--- config.mk ---
export PLATFORM = sky130hd
export DESIGN_NAME = disp_demux
export DESIGN_NICKNAME = d
export VERILOG_FILES = /design/src/rtl/disp_demux.sv
export SDC_FILE = /design/constraint.sdc
export NUM_CORES = 1
export LEC_CHECK = 0
export ABC_CLOCK_PERIOD_IN_PS = 2260
export BUFFER_PORTS_ARGS = -buffer_cell sky130_fd_sc_hd__buf_2
export CAP_MARGIN = 10
export CORE_UTILIZATION = 30
export DETAILED_ROUTE_END_ITERATION = 8
export PLACE_DENSITY_LB_ADDON = 0.12
export SETUP_SLACK_MARGIN = 0.2
export SLEW_MARGIN = 5
export SYNTH_ARGS = -nofsm -noshare
export SYNTH_HDL_FRONTEND = slang
export SYNTH_SLANG_ARGS = --single-unit
--- constraint.sdc ---
create_clock -name clk -period 2.26 [get_ports clk]
set_clock_uncertainty 0.05 [all_clocks]
set_input_delay 0.226 -clock clk [delete_from_list [all_inputs] [get_ports clk]]
set_output_delay 0.226 -clock clk [all_outputs]
set_load 0.005 [all_outputs]
--- src/rtl/disp_demux.sv ---
// ---------------------------------------------------------------------------
// DispDemux (module disp_demux)
//
// Receive side of a four-digit multiplexed seven-segment bus. The an/sseg
// lines are registered, each sample must stay unchanged for STABLE cycles
// before it is accepted, and accepted samples are decoded into four 8-bit
// digit registers. It also flags digit updates, completed frames, illegal
// enable patterns, and loss of scan activity.
//
// Parameters
//   STABLE    : cycles a sample must hold before commit (>= 2)
//   TIMEOUT_W : width of the activity watchdog counter
//
// Ports
//   clk       : sole clock, rising edge
//   reset_n   : asynchronous active-low reset
//   an[3:0]   : digit enables, active-low, synchronous to clk
//   sseg[7:0] : segment lines, synchronous to clk
//   out0..3   : last committed pattern for digit 0..3
//   upd[3:0]  : one-cycle pulse, bit k when outk is written
//   frame     : one-cycle pulse when all four digits have been seen
//   err       : one-cycle pulse on commit of an illegal an pattern
//   stale     : level, no legal commit for 2^TIMEOUT_W-1 cycles
// ---------------------------------------------------------------------------
module disp_demux #(
    parameter int STABLE    = 4,
    parameter int TIMEOUT_W = 20
) (
    input  logic       clk,
    input  logic       reset_n,
    input  logic [3:0] an,
    input  logic [7:0] sseg,
    output logic [7:0] out0,
    output logic [7:0] out1,
    output logic [7:0] out2,
    output logic [7:0] out3,
    output logic [3:0] upd,
    output logic       frame,
    output logic       err,
    output logic       stale
);

    localparam int CW = $clog2(STABLE + 1);
    localparam logic [CW-1:0] CNT_MAX = CW'(STABLE);

    typedef enum logic {
        ST_WAIT,
        ST_HOLD
    } state_t;

    state_t               state;
    state_t               next_state;
    logic [3:0]           s_an;
    logic [7:0]           s_seg;
    logic [CW-1:0]        cnt;
    logic [3:0]           seen;
    logic [3:0]           seen_next;
    logic [TIMEOUT_W-1:0] wd;
    logic [TIMEOUT_W-1:0] wd_next;
    logic                 changed;
    logic                 commit;
    logic [3:0]           sel;
    logic                 illegal;
    logic                 legal;

    // A raw sample differing from the registered one restarts the dwell.
    assign changed = ({an, sseg} != {s_an, s_seg});
    assign commit  = (state == ST_WAIT) && (cnt == CNT_MAX);

    // Decode the registered enable pattern into a one-hot digit select.
    // All-high is blanking and is neither a digit nor an error.
    always_comb begin
        sel     = 4'b0000;
        illegal = 1'b0;
        case (s_an)
            4'b1110: sel = 4'b0001;
            4'b1101: sel = 4'b0010;
            4'b1011: sel = 4'b0100;
            4'b0111: sel = 4'b1000;
            4'b1111: sel = 4'b0000;
            default: illegal = 1'b1;
        endcase
    end

    assign legal     = commit && (sel != 4'b0000);
    assign seen_next = seen | sel;

    // The watchdog saturates at all-ones; a legal commit restarts it.
    always_comb begin
        wd_next = wd;
        if (legal) begin
            wd_next = '0;
        end else if (wd != '1) begin
            wd_next = wd + TIMEOUT_W'(1);
        end
    end

    // Next state: a change always re-arms the dwell, even on the commit
    // edge, so the new value gets its own full dwell. Otherwise a commit
    // parks the FSM in HOLD so one dwell yields exactly one commit.
    always_comb begin
        next_state = state;
        if (changed) begin
            next_state = ST_WAIT;
        end else if (commit) begin
            next_state = ST_HOLD;
        end
    end

    // Input sampling register and dwell counter. The counter restarts at 1
    // because the edge that captures a new value is its first cycle.
    always_ff @(posedge clk or negedge reset_n) begin
        if (!reset_n) begin
            s_an  <= 4'b1111;
            s_seg <= 8'hFF;
            cnt   <= '0;
        end else begin
            s_an  <= an;
            s_seg <= sseg;
            if (changed) begin
                cnt <= CW'(1);
            end else if (cnt != CNT_MAX) begin
                cnt <= cnt + CW'(1);
            end
        end
    end

    // FSM state register.
    always_ff @(posedge clk or negedge reset_n) begin
        if (!reset_n) begin
            state <= ST_WAIT;
        end else begin
            state <= next_state;
        end
    end

    // Watchdog and stale flag. Stale is derived from the next count so it
    // rises on the edge the counter reaches all-ones and falls on the same
    // edge as the legal commit that clears it.
    always_ff @(posedge clk or negedge reset_n) begin
        if (!reset_n) begin
            wd    <= '0;
            stale <= 1'b0;
        end else begin
            wd    <= wd_next;
            stale <= &wd_next;
        end
    end

    // Commit side: digit registers, pulses and frame tracking. The commit
    // uses the registered sample, so a change arriving on the commit edge
    // does not disturb the value being written.
    always_ff @(posedge clk or negedge reset_n) begin
        if (!reset_n) begin
            out0  <= 8'h00;
            out1  <= 8'h00;
            out2  <= 8'h00;
            out3  <= 8'h00;
            upd   <= 4'b0000;
            frame <= 1'b0;
            err   <= 1'b0;
            seen  <= 4'b0000;
        end else begin
            upd   <= 4'b0000;
            frame <= 1'b0;
            err   <= 1'b0;
            if (legal) begin
                if (sel[0]) out0 <= s_seg;
                if (sel[1]) out1 <= s_seg;
                if (sel[2]) out2 <= s_seg;
                if (sel[3]) out3 <= s_seg;
                upd <= sel;
                if (seen_next == 4'b1111) begin
                    frame <= 1'b1;
                    seen  <= 4'b0000;
                end else begin
                    seen <= seen_next;
                end
            end else if (commit && illegal) begin
                err <= 1'b1;
            end
        end
    end

endmodule

==> results of run 1 <==
Yosys cell counts, drive strengths merged (5+ instances only):
cell type / count / area share
nor3: 11 / 0.023
xor2: 15 / 0.037
mux2: 24 / 0.075
nand3: 8 / 0.013
a21oi: 13 / 0.018
nor2: 31 / 0.033
nand4: 11 / 0.023
inv: 7 / 0.0073
and3: 5 / 0.0087
dfrtp: 67 / 0.47
dfstp: 12 / 0.088
xnor2: 7 / 0.017
clkbuf: 7 / 0.011
nand2: 40 / 0.042
metrics by stage:
| step | total power, uW | TNS, ps | setup slack (ps) | cells |
|---|---|---|---|---|
| CTS | 2990 | -11.9 | -11.9 | 593 |
| detailed placement | 1580 | -266 | -70.5 | 555 |
| floorplan | 1500 | -28.5 | -28.5 | 317 |
| finish | 2930 | -33.9 | -33.9 | 598 |
| global route | 3060 | -110 | -110 | 598 |
| global placement | 1580 | -141 | -48.2 | 555 |
sequential cells by signal, indices dropped and copies added (netlist names):
name	flops
cnt	3
err	1
frame	1
out0	8
out1	8
out2	8
out3	8
s_an	4
s_seg	8
seen	4
stale	1
state	1
upd	4
wd	20
layout make-up:
cell class	count	area (um^2)
clock inverters	4	30.0
inverters	7	26.3
well taps	143	179
fillers	1120	6550
multi-input cells	220	1600
repair buffers	133	940
flip-flops and latches	79	1990
clock buffers	12	246
cells in the final DEF (no fill, tap or decap), drive strengths merged, types with 4 or more instances in the layout:
master and instances:
buf 120, dfrtp 67, nand2 40, nor2 31
mux2 24, xor2 15, a21oi 13, dlygate4sd3 13
dfstp 12, clkbuf 12, nand4 11, nor3 11
nand3 8, inv 8, xnor2 7, and3 5
a31oi 4, o21ai 4, nor4 4
kinds of logic after synthesis:
kind of cell / after synthesis / share of synthesized area
AO/OA/AOI/OAI: 38 / 0.0720
XOR/XNOR: 22 / 0.0535
adder cells (fa/ha/maj): 3 / 0.0104
buffers and inverters: 18 / 0.0348
flip-flops: 79 / 0.554
multiplexers: 25 / 0.0779
AND/OR/NAND/NOR: 132 / 0.198
routing by layer:
layer / up-vias / part of all wire / track usage
met5: - / 0 / 0
met4: 0 / 0.018 / 0.0649
met3: 14 / 0.058 / 0.0582
met2: 67 / 0.49 / 0.272
met1: 1379 / 0.44 / 0.191
li1: 1385 / - / -
report_power, final:
group	leakage [uW]	total, uW	internal (uW)	switching, uW
clock	0.000133	1360	778	583
sequential	0.00104	1450	1430	15.8
combinational	0.00132	122	54.4	68.1
worst min path at each step:
stage	startpoint	to	depth (start not counted)
final	reset_n	frame	2
after global routing	reset_n	cnt[1]	2
after CTS	reset_n	out0[6]	2
after detailed placement	reset_n	frame	1
after global placement	reset_n	frame	1
after floorplan	reset_n	cnt[0]	0
timing repair:
action / in CTS / in global routing
gates resized for setup: 6 / 22
setup buffers: 9 / 5
setup endpoints to repair: 22 / 22
pin swaps: 5 / 7
endpoints found under the hold margin: 35 / 0
hold buffers: 13 / 0
worst reg2reg max path, cell delays in order, from the launching register on:
cell      delay (ps)
dfstp_2          550
xor2_1            60
and2_0           140
o221a_2          270
or3b_1           390
or4_1            480
nor4bb_1         260
==> summary.md, run 1 <==
| Metric | Value |
|---|---|
| Synth Flop Type | `dfrtp_1` |
| Clock latency on the worst-skew pair | `340 ps` |
| First-pass GRT wire length | `15,400 um` |
| Layout Utilization | `0.434` |
| EDFF count, synth | `0` |
| Setup CP Type | `reg2reg` |
| H-tree level count | `3` |
| Max FO, Critical Path | `3` |
| Fin area | `5020 um^2` |
| Hold WS | `331 ps` |
| Placer Congestion | `0.789` |
| Seq cells post-synth | `79` |
| Maximum vdd drop | `0.547 mV` |
| Final antenna-violating net count | `0` |
| Die X | `112 um` |
| Worst setup EP type | `flop` |
| CTS Buf Count | `9` |
| Syn Inst Count | `317` |
| Pwr Density | `585 nW/um^2` |
| Fin crit share | `1.01` |
| WP depth | `6` |
| Worst Setup Slack, final | `-33.9 ps` |
| Post-route DRC | `0` |
| RSZ-0062 raised after global routing | `yes` |
| Placement Cell Area | `4400 um^2` |
| Detailed placement HPWL | `6490 um` |
| Antenna cells | `0` |
| Synth warn | `0` |
| CP Launch Point | `s_an[2]` |
| Final setup fails | `1` |
| Mapped Area | `3600 um^2` |
| TritonCTS clock tree | `yes` |
| Crit-path slowest cell | `dfstp_2` |
| Die area | `12,400 um^2` |
| Starting density of the core | `0.311` |
| Slowest stage delay, CP | `550 ps` |
| Total Routing Usage GR | `0.163` |
| Lkg Pwr | `0.00249 uW` |
| Syn Area/Cell | `11.4 um^2` |
| Std cell rows | `39` |
| Share of layout cells above drive strength 1 | `0.431` |
| Arr. time, crit path | `2480 ps` |
| Total global routing overflow | `0` |
| # nets final | `467` |
| Clock root buffer | `clkbuf_16` |
| Layout area overhead | `39.5%` |
| Pin count of the biggest net entering global routing | `48` |
| Core area | `11,600 um^2` |
| R2R cell count | `6` |
| Register area share after synthesis | `0.554` |
| Failing checks | `negative setup slack` |
| Max Clock Freq | `436 MHz` |
| DR vias/cell | `4.76` |
| Buffers added on ports | `52` |
| Reg2reg end | `stale` |
| Status | `complete, but fails checks` |
| Worst-Margin Slew | `455 ps` |
| Routed wire length | `9290 um` |
| CTS clk-pin slew, worst paths | `60 ps` |
| Syn Nets | `334` |
| Reg-to-Reg Start | `s_an[2]` |
| Slew Viols, Final | `0` |
| Post-synthesis async set-or-reset flop share | `1.00` |
| Initial antenna violation count | `0` |
| DRT iter0 DRCs | `148` |
| # IOs | `53` |
| Hold Crit Class | `in2async` |
| DR WL/cell | `15.5 um` |
| Vias | `2,845` |
| Vias in the first global route | `3,000` |
| Buf/Inv on CP | `0` |
| DRT Pass-1 Iters | `4` |
| Unique masters post-synth | `58` |
| Worst-path cell chain | `xor2_1 -> and2_0 -> o221a_2 -> or3b_1 -> or4_1 -> nor4bb_1` |
| CP endpoint | `stale` |
| Clock Sink Count | `79` |
| CTS max path bufs | `2` |
| R2R setup slack | `-30 ps` |
| Minimum clock period | `2290 ps` |
| Max Cap Violations | `0` |
| Vert. Die Dim | `112 um` |
| Data required, critical path | `2450 ps` |
| Worst Setup Start Kind | `flop` |
| Slew HR | `0.697` |
| CP top delay family | `simple AND/OR/NAND/NOR gates` |
| Hold Violations, Final | `0` |
(Power assumes the default switching activity.)
==> inputs of run 2 (changes only) <==
--- a/config.mk
+++ b/config.mk
@@ -13,3 +13,3 @@
 export PLACE_DENSITY_LB_ADDON = 0.12
-export SETUP_SLACK_MARGIN = 0.2
+export SETUP_SLACK_MARGIN = 0.4
 export SLEW_MARGIN = 5
==> constraint.sdc (replaced) <==
create_clock -name clk -period 2.26 [get_ports clk]
set_clock_uncertainty 0.05 [all_clocks]
set_input_delay 0.339 -clock clk [delete_from_list [all_inputs] [get_ports clk]]
set_output_delay 0.339 -clock clk [all_outputs]
set_load 0.005 [all_outputs]
==> summary.md, run 2 (same netlist as run 1, synthesis figures left out) <==
| Metric | Value |
|---|---|
| Commonest non-fill, non-tap cells in the layout | `65 x dfrtp_1, 59 x buf_4, 51 x buf_2` |
| CTS Buf Count | `9` |
| Maximum vdd drop | `0.421 mV` |
| DR WL/cell | `16.1 um` |
| Buffers added on ports | `52` |
| Setup_tns | `-80.5 ps` |
| CTS clk-pin slew, worst paths | `60 ps` |
| Crit-path slowest cell | `dfstp_2` |
| Worst Setup Start Kind | `flop` |
| Total global routing overflow | `0` |
| Final antenna-violating net count | `0` |
| DP Worst Slack | `-73.9 ps` |
| Worst-path cell chain | `xor2_1 -> and2_1 -> o221a_4 -> or3b_4 -> or4_4 -> nor4bb_4` |
| Vias in the first global route | `2,928` |
| Max FFs per register | `20` |
| First-pass GRT wire length | `15,000 um` |
| CTS max path bufs | `2` |
| Die area | `12,400 um^2` |
| Total Routing Usage GR | `0.156` |
| Minimum clock period | `2340 ps` |
| Reg with most FFs | `wd` |
| Layout area overhead | `42.4%` |
| Clock root buffer | `clkbuf_16` |
| Status | `complete, but fails checks` |
| Fin crit share | `1.04` |
| # nets final | `461` |
| Hold Crit Class | `in2reg` |
| Layout Utilization | `0.443` |
| Worst setup EP type | `flop` |
| Commonest non-fill, non-tap cell in the layout | `dfrtp_1` |
| RSZ-0062 raised after global routing | `yes` |
| Share of layout cells above drive strength 1 | `0.472` |
| Reg-to-Reg Start | `s_an[2]` |
| Cells on Worst Hold Path | `1` |
| R2R cell count | `6` |
| Final setup fails | `1` |
| Placement Cell Area | `4350 um^2` |
| TritonCTS clock tree | `yes` |
| Post-route DRC | `0` |
| Worst-Margin Slew | `649 ps` |
| Setup CP Type | `reg2reg` |
| Die X | `112 um` |
| Core area | `11,600 um^2` |
| Routed wire length | `9560 um` |
| Starting density of the core | `0.311` |
| Reg2reg end | `stale` |
| DRT iter0 DRCs | `101` |
| Data required, critical path | `2450 ps` |
| Failing checks | `negative setup slack` |
| R2R setup slack | `-80 ps` |
| Worst Setup Slack, final | `-80.5 ps` |
| Hold WS | `68.0 ps` |
| DR vias/cell | `4.86` |
| Clock Sink Count | `79` |
| Initial antenna violation count | `0` |
| Placer Congestion | `0.828` |
| Hold endpoint | `s_seg[5]` |
| Slowest stage delay, CP | `560 ps` |
| Pin count of the biggest net entering global routing | `44` |
| H-tree level count | `3` |
| Max Cap Violations | `0` |
| Lkg Pwr | `0.00252 uW` |
| Hold Crit Start | `sseg[5]` |
| Fin area | `5120 um^2` |
| Std cell rows | `39` |
| Hold Violations, Final | `0` |
| Detailed placement HPWL | `6320 um` |
| Slew HR | `0.556` |
| # IOs | `53` |
| Max FO, Critical Path | `3` |
| Arr. time, crit path | `2530 ps` |
| Clock latency on the worst-skew pair | `330 ps` |
| DRT Pass-1 Iters | `6` |
| Slew Viols, Final | `0` |
| Vias | `2,878` |
| Antenna cells | `0` |
| Vert. Die Dim | `112 um` |
| Pwr Density | `583 nW/um^2` |
| Max Clock Freq | `427 MHz` |
==> run 2: cell types whose count changed in the layout (fill, tap and decap cells not counted), moves of 2 or more <==
cell / previous run / this run
dlygate4sd3_1: 13 / 1
a211oi_1: 1 / 3
buf_6: 3 / 13
nor4b_4: 0 / 2
buf_4: 64 / 59
mux2_4: 7 / 16
a211oi_2: 2 / 0
mux2_2: 17 / 8
==> run 2: final cells by class <==
cell class	count	area, um^2
fill	1115	6440
sequential	79	1990
multi-input combinational	220	1720
timing repair buffer	127	910
clock buffer	11	233
tap	143	179
clock inverter	5	58.8
inverter	7	26.3
==> run 2: per-stage QoR <==
step	power [uW]	instances
final	2990	592
after global placement	1570	549
after floorplan	1500	317
after CTS	3030	575
after global routing	3100	592
after detailed placement	1570	549
==> run 2: how the worst max path moves through the flow <==
stage	start	to
CTS	s_an[2]	stale
detailed placement	wd[13]	stale
global route	s_an[2]	stale
finish	s_an[2]	stale
global placement	wd[13]	stale
floorplan	wd[17]	stale
==> run 2: metal layers <==
metal | track usage | routed length, um
met5 | 0 | 0
met4 | 0.0667 | 152
met3 | 0.0343 | 347
met2 | 0.262 | 4760
met1 | 0.194 | 4300
==> run 2: critical path: cells and delay by family (launching register included) <==
| family | cells | cell delay, ps |
|---|---|---|
| and+or+nand+nor | 4 | 1350 |
| DFF | 1 | 560 |
| AOI/OAI and AO/OA | 1 | 220 |
| xor gates and xnor gates | 1 | 70 |
==> run 2: what timing repair did <==
item / 4_1_cts / 5_1_grt
hold buffers: 1 / 0
endpoints found under the setup margin: 35 / 47
pin swaps: 8 / 16
gates resized for setup: 26 / 45
endpoints found under the hold margin: 33 / 0
gates cloned: 2 / 1
setup buffers: 7 / 16
==> run 2: power breakdown <==
part	switching (uW)	internal (uW)	total (uW)
Combinational	68.3	41.5	110
Clock	573	856	1430
Sequential	14.8	1440	1450
==> inputs of run 3 (changes only) <==
ABC_AREA = 1   (was unset)
==> summary.md, run 3 <==
| Metric | Value |
|---|---|
| Max FO, Critical Path | `7` |
| Synth Flop Type | `dfrtp_1` |
| Arr. time, crit path | `2070 ps` |
| Slew HR | `0.719` |
| Slew Viols, Final | `0` |
| Seq cells post-synth | `79` |
| Worst-Margin Slew | `422 ps` |
| # nets final | `536` |
| Register area share after synthesis | `0.535` |
| Fin crit share | `0.819` |
| Layout Utilization | `0.415` |
| Layout area overhead | `34.6%` |
| Pwr Density | `647 nW/um^2` |
| First-pass GRT wire length | `15,300 um` |
| Core area | `12,100 um^2` |
| Reg with most FFs | `wd` |
| Count leader, synth | `nand2_1` |
| Starting density of the core | `0.308` |
| Setup_tns | `0 ps` |
| Max Clock Freq | `540 MHz` |
| Vert. Die Dim | `113 um` |
| Sequential share of power | `0.446` |
| Buffers added on ports | `52` |
| Synth warn | `0` |
| Sw frac | `0.209` |
| Final antenna-violating net count | `0` |
| Routed wire length | `9520 um` |
| H-tree level count | `3` |
| Comb pwr share | `0.038` |
| Syn Area/Cell | `8.59 um^2` |
| Share of layout cells above drive strength 1 | `0.340` |
| DRT Pass-1 Iters | `4` |
| Clock root buffer | `clkbuf_16` |
| Detailed placement HPWL | `6750 um` |
| Hold Violations, Final | `0` |
| Syn Inst Count | `433` |
| Setup CP Type | `reg2reg` |
| Worst Setup Start Kind | `flop` |
| Final setup fails | `0` |
| Clock power share | `0.516` |
| Initial antenna violation count | `0` |
| Cell internal pwr | `2560 uW` |
| Synth cell count leaders | `102 x nand2_1, 67 x dfrtp_1, 54 x inv_1, 50 x nor2_1, 28 x o21ai_1` |
| Status | `complete, no violations` |
| Placed Instances | `651` |
| Vias | `3,070` |
| Vias in the first global route | `2,971` |
| Worst setup EP type | `flop` |
| RSZ-0062 raised after global routing | `yes` |
| Mapped Area | `3720 um^2` |
| CTS Buf Count | `9` |
| Antenna cells | `0` |
| CTS clk-pin slew, worst paths | `60 ps` |
| Pin count of the biggest net entering global routing | `32` |
| Max Cap Violations | `0` |
| Reg-to-Reg Start | `s_an[0]` |
| EDFF count, synth | `0` |
| CTS max path bufs | `2` |
| DRT iter0 DRCs | `149` |
| Die area | `12,800 um^2` |
| TritonCTS clock tree | `yes` |
| Unique masters post-synth | `30` |
| Max FFs per register | `20` |
| Die X | `113 um` |
| Clock Sink Count | `79` |
| DR WL/cell | `13.8 um` |
| Post-Layout Cell Count | `692` |
| # IOs | `53` |
| Top cell type's share of synthesized area | `0.451` |
| Post-synthesis async set-or-reset flop share | `1.00` |
| Total Routing Usage GR | `0.157` |
| Syn Nets | `450` |
| Clock latency on the worst-skew pair | `330 ps` |
| Total global routing overflow | `0` |
| Post-route DRC | `0` |
| Commonest non-fill, non-tap cell in the layout | `nand2_1` |
| Fill cells | `1,235` |
| Largest area contributor in the netlist | `dfrtp_1` |
| Hold Crit Start | `sseg[1]` |
| Switching power | `677 uW` |
| Lkg Pwr | `0.00254 uW` |
| Placer Congestion | `0.834` |
| Top cells by area, synth | `dfrtp_1 45%, nand2_1 10%, dfstp_2 8.5%` |
| Data required, critical path | `2480 ps` |
| CP Launch Point | `s_an[0]` |
| Commonest non-fill, non-tap cells in the layout | `94 x nand2_1, 64 x dfrtp_1, 52 x inv_1` |
| DR vias/cell | `4.44` |
| Hold Crit Class | `in2reg` |
| Std cell rows | `40` |
| Minimum clock period | `1850 ps` |
| Maximum vdd drop | `0.379 mV` |
run 3: changes by cell type in the layout (fill, tap and decap cells not counted), sizes merged, moves of 4 or more:
| cell | change |
|---|---|
| nand4 | -6 |
| and3 | -5 |
| buf | -47 |
| nand2 | +75 |
| o21ai | +37 |
| inv | +54 |
| nand3 | +15 |
| nor2 | +28 |
| a31oi | -4 |
| xnor2 | -4 |
| nor3 | -8 |
| mux2 | -24 |
run 3: layer usage:
layer,part of all wire,up-vias,global-route usage
met3,0.027,11,0.0289
met1,0.46,1469,0.210
met5,0,-,0
met2,0.50,56,0.249
li1,-,1534,-
met4,0.013,0,0.0702
run 3: what timing repair did:
item,in CTS,in global routing
pin swaps,5,24
cloned,3,0
buffers inserted,5,16
hold buffers,1,0
endpoints found under the hold margin,23,0
setup endpoints to repair,50,39
gates resized for setup,15,56
run 3: worst max-delay path: stages (launching register included):
cell	delay, ps
dfstp_2	560
inv_1	50
nand2_1	60
nor2_2	50
nor2_2	160
nand2_4	110
nand2_8	140
clkinv_8	90
a21oi_2	150
nand2_1	90
nor2_2	90
nand3_1	80
nor2_1	100
run 3: logic make-up after synthesis:
group | share of synthesized area
AND/OR/NAND/NOR | 0.251
adder cells (fa/ha/maj) | 0.0101
buffers and inverters | 0.0821
XOR/XNOR | 0.0400
flip-flops | 0.535
AO/OA/AOI/OAI | 0.0814
run 3: worst paths after layout:
check | to | slack (ps) | cells past startpoint
setup / recovery | stale | 410 | 12
hold / removal | s_seg[1] | 60 | 1
setup reg to reg | stale | 410 | 12
hold reg to reg | out0[6] | 430 | 2
max in group asynchronous | s_seg[4] | 1050 | 3
min in group asynchronous | out2[1] | 440 | 2
run 3: power by group through the flow:
stage | Clock, uW | Combinational [uW] | Sequential [uW]
after CTS | 1720 | 102 | 1440
after detailed placement | 0 | 96.1 | 1470
after global placement | 0 | 95.1 | 1470
after global routing | 1770 | 141 | 1440
final | 1670 | 124 | 1440
after floorplan | 0 | 32.9 | 1470
run 3: area by class of cell:
class,instances,area (um^2),share of cell area
sequential,79,2000,0.399
multi-input combinational,288,1680,0.336
tap,168,210,0.0420
inverter,61,251,0.0502
clock inverter,7,120,0.0240
clock buffer,9,225,0.0450
timing repair buffer,80,520,0.104
run 3: through the flow:
stage	hold slack [ps]	setup WS (ps)	cell area (um^2)	total power, uW
after floorplan	-6.59	449	3720	1500
after global placement	257	116	4190	1560
after detailed placement	259	45.3	4190	1570
after CTS	46.9	363	4690	3270
after global routing	49.4	304	5010	3350
final	63.8	410	5010	3240
